## src/rtl/dma_pkg.sv

```systemverilog
// Shared definitions for the dma_copy block.
//   - bus geometry: BUS_AW (byte address width), BUS_DW (data width), WORD_BYTES
//   - LEN_W: width of the word-count input (0..256 words)
//   - dma_state_e: copy-engine state encoding
//   - next_addr(): advance a byte address by one word, wrapping modulo 2^BUS_AW
package dma_pkg;

    localparam int unsigned BUS_AW     = 16;
    localparam int unsigned BUS_DW     = 32;
    localparam int unsigned WORD_BYTES = 4;
    localparam int unsigned LEN_W      = 9;

    typedef enum logic [2:0] {
        StIdle,
        StRead,
        StWait,
        StWrite,
        StDone
    } dma_state_e;

    // Natural overflow of the BUS_AW-bit sum gives the required wrap; low bits are kept.
    function automatic logic [BUS_AW-1:0] next_addr(input logic [BUS_AW-1:0] addr);
        return addr + BUS_AW'(WORD_BYTES);
    endfunction

endpackage

```

## src/rtl/dma_copy_if.sv

```systemverilog
// Memory-bus interface between the dma_copy initiator and a responder.
//   rd_en, rd_addr        : single-cycle read request and byte address (initiator)
//   rd_data, rd_valid     : read response, data qualified by rd_valid (responder)
//   wr_en, wr_addr, wr_data : posted single-cycle write (initiator)
// Modports: master (dma_copy side), slave (memory/responder side).
interface dma_copy_if import dma_pkg::*; ();

    logic              rd_en;
    logic [BUS_AW-1:0] rd_addr;
    logic [BUS_DW-1:0] rd_data;
    logic              rd_valid;
    logic              wr_en;
    logic [BUS_AW-1:0] wr_addr;
    logic [BUS_DW-1:0] wr_data;

    modport master (
        output rd_en, rd_addr, wr_en, wr_addr, wr_data,
        input  rd_data, rd_valid
    );

    modport slave (
        input  rd_en, rd_addr, wr_en, wr_addr, wr_data,
        output rd_data, rd_valid
    );

endinterface

```

## src/rtl/dma_timeout.sv

```systemverilog
// Read-response watchdog for dma_copy.
//   clk, rst_n : clock, synchronous active-low reset
//   load       : arm the counter with CYCLES
//   count      : one more cycle spent waiting
//   expire     : high in the CYCLES-th consecutive counted cycle after load
module dma_timeout #(
    parameter int unsigned CYCLES = 8
) (
    input  logic clk,
    input  logic rst_n,
    input  logic load,
    input  logic count,
    output logic expire
);

    localparam int unsigned CW = $clog2(CYCLES + 1);

    logic [CW-1:0] cnt_q, cnt_d;

    always_comb begin
        cnt_d = cnt_q;
        if (load) begin
            cnt_d = CW'(CYCLES);
        end else if (count && (cnt_q != '0)) begin
            cnt_d = cnt_q - CW'(1);
        end
    end

    // Fires while the last remaining cycle is being counted.
    assign expire = count && !load && (cnt_q == CW'(1));

    always_ff @(posedge clk) begin
        if (!rst_n) begin
            cnt_q <= '0;
        end else begin
            cnt_q <= cnt_d;
        end
    end

endmodule

```

## src/rtl/dma_copy.sv

```systemverilog
// Word-at-a-time memory copy engine (bus initiator).
//   clk, rst_n          : clock, synchronous active-low reset
//   start, abort        : begin a copy (accepted only when idle) / cancel it
//   src_addr, dst_addr  : byte addresses of first source/destination word
//   len                 : number of 32-bit words (0..256)
//   busy, done, error   : copy in progress / end-of-copy pulse / sticky read timeout
//   bus                 : dma_copy_if master port (read request/response, posted write)
// Build option: DMA_COPY_TIMEOUT_EN enables the read timeout (TIMEOUT_CYCLES) and
// the error flag; without it a read waits forever and error is tied low.
module dma_copy import dma_pkg::*; #(
    parameter int unsigned TIMEOUT_CYCLES = 8
) (
    input  logic              clk,
    input  logic              rst_n,
    input  logic              start,
    input  logic              abort,
    input  logic [BUS_AW-1:0] src_addr,
    input  logic [BUS_AW-1:0] dst_addr,
    input  logic [LEN_W-1:0]  len,
    output logic              busy,
    output logic              done,
    output logic              error,
    dma_copy_if.master        bus
);

    dma_state_e        state_q, state_d;
    logic [BUS_AW-1:0] src_q, src_d;
    logic [BUS_AW-1:0] dst_q, dst_d;
    logic [LEN_W-1:0]  cnt_q, cnt_d;
    logic [BUS_DW-1:0] data_q, data_d;

`ifdef DMA_COPY_TIMEOUT_EN
    logic error_q, error_d;
    logic tmo_expire;

    dma_timeout #(
        .CYCLES (TIMEOUT_CYCLES)
    ) u_timeout (
        .clk    (clk),
        .rst_n  (rst_n),
        .load   (state_q == StRead),
        .count  ((state_q == StWait) && !bus.rd_valid),
        .expire (tmo_expire)
    );
`endif

    always_comb begin
        state_d = state_q;
        src_d   = src_q;
        dst_d   = dst_q;
        cnt_d   = cnt_q;
        data_d  = data_q;
`ifdef DMA_COPY_TIMEOUT_EN
        error_d = error_q;
`endif
        if (abort) begin
            // Abort wins over start and rd_valid; nothing is captured.
            state_d = StIdle;
        end else begin
            unique case (state_q)
                StIdle: begin
                    if (start) begin
                        src_d   = src_addr;
                        dst_d   = dst_addr;
                        cnt_d   = len;
`ifdef DMA_COPY_TIMEOUT_EN
                        error_d = 1'b0;
`endif
                        state_d = (len == '0) ? StDone : StRead;
                    end
                end
                StRead: begin
                    state_d = StWait;
                end
                StWait: begin
                    if (bus.rd_valid) begin
                        data_d  = bus.rd_data;
                        state_d = StWrite;
                    end
`ifdef DMA_COPY_TIMEOUT_EN
                    else if (tmo_expire) begin
                        error_d = 1'b1;
                        state_d = StDone;
                    end
`endif
                end
                StWrite: begin
                    src_d   = next_addr(src_q);
                    dst_d   = next_addr(dst_q);
                    cnt_d   = cnt_q - LEN_W'(1);
                    state_d = (cnt_q == LEN_W'(1)) ? StDone : StRead;
                end
                StDone: begin
                    state_d = StIdle;
                end
                default: begin
                    state_d = StIdle;
                end
            endcase
        end
    end

    always_ff @(posedge clk) begin
        if (!rst_n) begin
            state_q <= StIdle;
            src_q   <= '0;
            dst_q   <= '0;
            cnt_q   <= '0;
            data_q  <= '0;
`ifdef DMA_COPY_TIMEOUT_EN
            error_q <= 1'b0;
`endif
        end else begin
            state_q <= state_d;
            src_q   <= src_d;
            dst_q   <= dst_d;
            cnt_q   <= cnt_d;
            data_q  <= data_d;
`ifdef DMA_COPY_TIMEOUT_EN
            error_q <= error_d;
`endif
        end
    end

    // Outputs decode directly from state so a reset edge clears them immediately.
    always_comb begin
        busy        = (state_q != StIdle);
        done        = (state_q == StDone);
        bus.rd_en   = (state_q == StRead);
        bus.wr_en   = (state_q == StWrite);
        bus.rd_addr = bus.rd_en ? src_q  : '0;
        bus.wr_addr = bus.wr_en ? dst_q  : '0;
        bus.wr_data = bus.wr_en ? data_q : '0;
`ifdef DMA_COPY_TIMEOUT_EN
        error       = error_q;
`else
        error       = 1'b0;
`endif
    end

endmodule

```

## src/flat_wrapper.sv

```systemverilog
// flat-port wrapper written by rule: the top's interface ports become plain ports
module dma_copy_flat import dma_pkg::*;
#(
    parameter int unsigned TIMEOUT_CYCLES = 8
)
  (clk, rst_n, start, abort, src_addr, dst_addr, len, busy, done, error, bus_rd_en, bus_rd_addr, bus_wr_en, bus_wr_addr, bus_wr_data, bus_rd_data, bus_rd_valid);
  dma_copy_if bus_i ();
  input  logic clk;
  input  logic rst_n;
  input  logic start;
  input  logic abort;
  input  logic [BUS_AW-1:0] src_addr;
  input  logic [BUS_AW-1:0] dst_addr;
  input  logic [LEN_W-1:0] len;
  output logic busy;
  output logic done;
  output logic error;
  output wire logic [$bits(bus_i.rd_en)-1:0] bus_rd_en;
  output wire logic [$bits(bus_i.rd_addr)-1:0] bus_rd_addr;
  output wire logic [$bits(bus_i.wr_en)-1:0] bus_wr_en;
  output wire logic [$bits(bus_i.wr_addr)-1:0] bus_wr_addr;
  output wire logic [$bits(bus_i.wr_data)-1:0] bus_wr_data;
  input wire logic [$bits(bus_i.rd_data)-1:0] bus_rd_data;
  input wire logic [$bits(bus_i.rd_valid)-1:0] bus_rd_valid;
  assign bus_rd_en = bus_i.rd_en;
  assign bus_rd_addr = bus_i.rd_addr;
  assign bus_wr_en = bus_i.wr_en;
  assign bus_wr_addr = bus_i.wr_addr;
  assign bus_wr_data = bus_i.wr_data;
  assign bus_i.rd_data = bus_rd_data;
  assign bus_i.rd_valid = bus_rd_valid;
  dma_copy #(.TIMEOUT_CYCLES(TIMEOUT_CYCLES)) u_core (.clk(clk), .rst_n(rst_n), .start(start), .abort(abort), .src_addr(src_addr), .dst_addr(dst_addr), .len(len), .busy(busy), .done(done), .error(error), .bus(bus_i));
endmodule
```

## config.mk

```make
export PLATFORM = sky130hd
export DESIGN_NAME = dma_copy_flat
export DESIGN_NICKNAME = d
export VERILOG_FILES = /design/src/rtl/dma_pkg.sv /design/src/rtl/dma_copy_if.sv /design/src/rtl/dma_timeout.sv /design/src/rtl/dma_copy.sv /design/src/flat_wrapper.sv
export SDC_FILE = /design/constraint.sdc
export NUM_CORES = 1
export LEC_CHECK = 0
export ABC_AREA = 1
export BUFFER_PORTS_ARGS = -buffer_cell sky130_fd_sc_hd__buf_2
export CORE_UTILIZATION = 50
export DETAILED_ROUTE_END_ITERATION = 10
export PLACE_DENSITY = 0.8
export SLEW_MARGIN = 25
export SYNTH_ARGS = -nofsm -noshare
export SYNTH_HDL_FRONTEND = slang
export SYNTH_HIERARCHICAL = 1
export SYNTH_SLANG_ARGS = --single-unit
```

## constraint.sdc

```tcl
create_clock -name clk -period 1.7 [get_ports clk]
set_input_delay 0.34 -clock clk [delete_from_list [all_inputs] [get_ports clk]]
set_output_delay 0.34 -clock clk [all_outputs]
set_load 0.01 [all_outputs]
```

==> impl_results.md <==
* Status: finished, violations left
* Failing checks: negative setup slack
* Vias in the first global route at about 4500
* Most frequent cells in the layout: buf_2, nand2_1, inv_1, nor2_1
* CTS Root Cell: clkbuf_8
* CTS HTree Levels at 3
* CP max stage delay at approximately 0.34 ns
* Die ar. at 8753 µm²
* CP Class: reg2out
* Class of the worst hold path: in2reg
* Final ANT Viol Nets at 0
* Placed insts at approximately 900
* Worst-skew pair later-pin latency at roughly 0.35 ns
* Sequential fraction of the synthesis area at 36.30%
* CP max stage cell: dfxtp_2
* Seq cells post-synth at 76
* Worst VDD drop at about 0.46 mV
* # diodes at 0
* Clk buf depth at 2
* Clk slew on worst S/H paths at ~0.07 ns
* Die width at slightly above 90 µm
* FF-to-FF setup slack at -0.05 ns
* GP Congestion at about 0.91
* Worst EP required at between 1 and 1.5 ns
* CP Launch Type: flip-flop
* Total Routed Length at 13460 µm
* RSZ-0062 raised after global routing: yes
* Period utilization at 104.1%
* PwrDens at approximately 710 nW/µm²
* Layout Utilization at 71.58%
* Cells on Worst Hold Path at 2
* Hpwl dp at ~8300 µm
* Residual DRC at 0
* IO Port Bufs at around 150
* Critical path arrival at ~1.4 ns
* Global route overflow at 0
* Die Y at roughly 94 µm
* Critical path, cell by cell: buf_4 -> nor2_4 -> nand2_4 -> buf_6 -> nor2_1 -> buf_2
* Slew HR at around 64%
* Mapped Avg Cell Area at between 6 and 7 µm²
* Routed len/inst at around 14 µm
* Vias at approximately 5100
* Hold WS at around 0.19 ns
* Filler cells at between 600 and 700
* First-pass GRT wire length at roughly 20000 µm
* Tmin final at roughly 1.8 ns
* Max FO, Critical Path at 4
* Synthesized netlist cell count at 677
* Row cnt at 33
* Placed Area at slightly above 5000 µm²
* Post-Syn Area at ~4200 µm²
* CP Capture Type: output port
* Yosys warning count at 6
* CTS buffer count at 9
* Initial Util at around 50%
* P&R area growth vs syn at 39.61%
* Max Fclk at ~0.57 GHz
* Leak at between 2 and 3 nW
* Fin cells at 943
* Beginning of the worst register-to-register path: u_core/state_q[0]
* Post-Syn Nets at 759
* Vias per cell at 5.437
* Initial DRC count at 299
* Design area at slightly below 6000 µm²
* Share of layout cells above drive strength 1 at a little under a third
* Worst Tran Pin Value at about 0.53 ns
* FF-to-FF path depth at 11
* Core Region at roughly 8200 µm²
* All-Layer GR Usage at between 20% and 30%
* Antenna violations before repair at 0
* Netlist cell types at 30
* Max Cap Viol at 0
* Register Area at roughly 1500 µm²
* Hold endpoint: u_core/state_q[1]
* Final Skew at roughly 0.016 ns
* IO Pins at 147
* Multi-input gate area at about 2400 µm²
* Commonest non-fill, non-tap cell in the layout: buf_2
* 1st-pass router iterations at 6
* Clock sinks at 76
* CTS tree: done
* Worst r2r dst: u_core/src_q[15]
* Final hold viol count at 0
* Fin. max-slew vios at 0
* Worst setup margin at -0.06927 ns
* HP Start: abort
* Hold-fix buffers at CTS at 0
* Setup-failing EPs final at 58
* Crit path buf inv count at 3
* Nets at ~920
* Maximum number of pins on one net before global-route repair at 65
* CP delay by family, top: buffers and inverters
==> report_power, final <==
group / internal, mW / switching [mW] / total, mW
clock network: 0.837 / 0.725 / 1.56
registers: 1.87 / 0.0703 / 1.94
logic: 0.275 / 0.398 / 0.673
==> per-layer routing <==
layer | up-vias | global-route usage, % | routed length [µm]
met4 | 0 | 11.15 | 347
met2 | 241 | 48.53 | 6480
met3 | 49 | 4.390 | 1037
li1 | 2477 | - | -
met5 | - | 0 | 0
met1 | 2360 | 35.48 | 5594
==> worst max path at each step <==
stage,start,end,slack (ns),depth (start not counted)
after detailed placement,u_core/state_q[2],u_core/src_q[11],0.04,7
after floorplan,u_core/state_q[0],bus_wr_addr[0],0.14,6
after global placement,u_core/state_q[0],u_core/src_q[10],0.17,8
final,u_core/state_q[1],bus_rd_addr[6],-0.07,6
after CTS,u_core/state_q[0],bus_wr_data[7],-0.04,6
after global routing,u_core/state_q[1],u_core/src_q[15],-0.18,11
==> state kept, by name, indices dropped and copies added (netlist names) <==
register,count
u_core/data_q,32
u_core/dst_q,16
u_core/src_q,16
u_core/cnt_q,9
u_core/state_q,3
==> worst register-to-register path, cell delays in order, from the launching register on <==
cell and delay, ns:
dfxtp_2 0.36, nand2_2 0.08, nor2_4 0.14, inv_6 0.09, buf_4 0.15, buf_4 0.13
nand2_2 0.08, nand3_4 0.13, buf_12 0.19, buf_4 0.14, nand2_1 0.06, a21oi_1 0.07
==> area by class of cell <==
type | instances | area share [%]
multi-input cells | 475 | 40.41
flip-flops and latches | 76 | 26.06
repair buffers | 181 | 21.60
inverters | 90 | 5.858
well taps | 105 | 2.245
clock buffers | 9 | 2.117
clock inverters | 7 | 1.710
==> repair_timing <==
item,CTS,global route
gates cloned,5,3
setup buffers,8,5
pin swaps,2,5
endpoints found under the setup margin,66,110
resized for setup,51,48
==> Yosys cell counts (all sizes together) <==
cell	count	area, µm²
a21oi	73	365.4
clkbuf	19	71.32
a211oi	1	7.510
dfxtp	76	1521
nand3	32	165.2
o21ai	91	455.4
o211ai	1	7.510
nor2	129	510.5
nand3b	1	7.510
nor3	6	30.03
nand4	10	62.56
inv	90	337.8
ha	4	50.05
nand2	121	456.7
nor3b	1	7.510
conb	1	3.750
and2	2	12.51
o22ai	1	6.260
or2	1	6.260
buf	17	106.3
==> logic make-up after synthesis <==
kind of cell	synth area share [%]
other	0.08947
AO/OA/AOI/OAI	20.09
flip-flops	36.30
buffers and inverters	12.30
adder cells (fa/ha/maj)	1.194
AND/OR/NAND/NOR	30.03
==> metrics by stage <==
step	power, mW	setup TNS, ns	setup slack [ns]
after floorplan	2.331	0	0.1426
after global placement	2.520	0	0.1672
after detailed placement	2.539	0	0.03865
after CTS	4.120	-0.2453	-0.04442
after global routing	4.352	-7.274	-0.1780
final	4.172	-1.510	-0.06927
(Power assumes the default switching activity.)
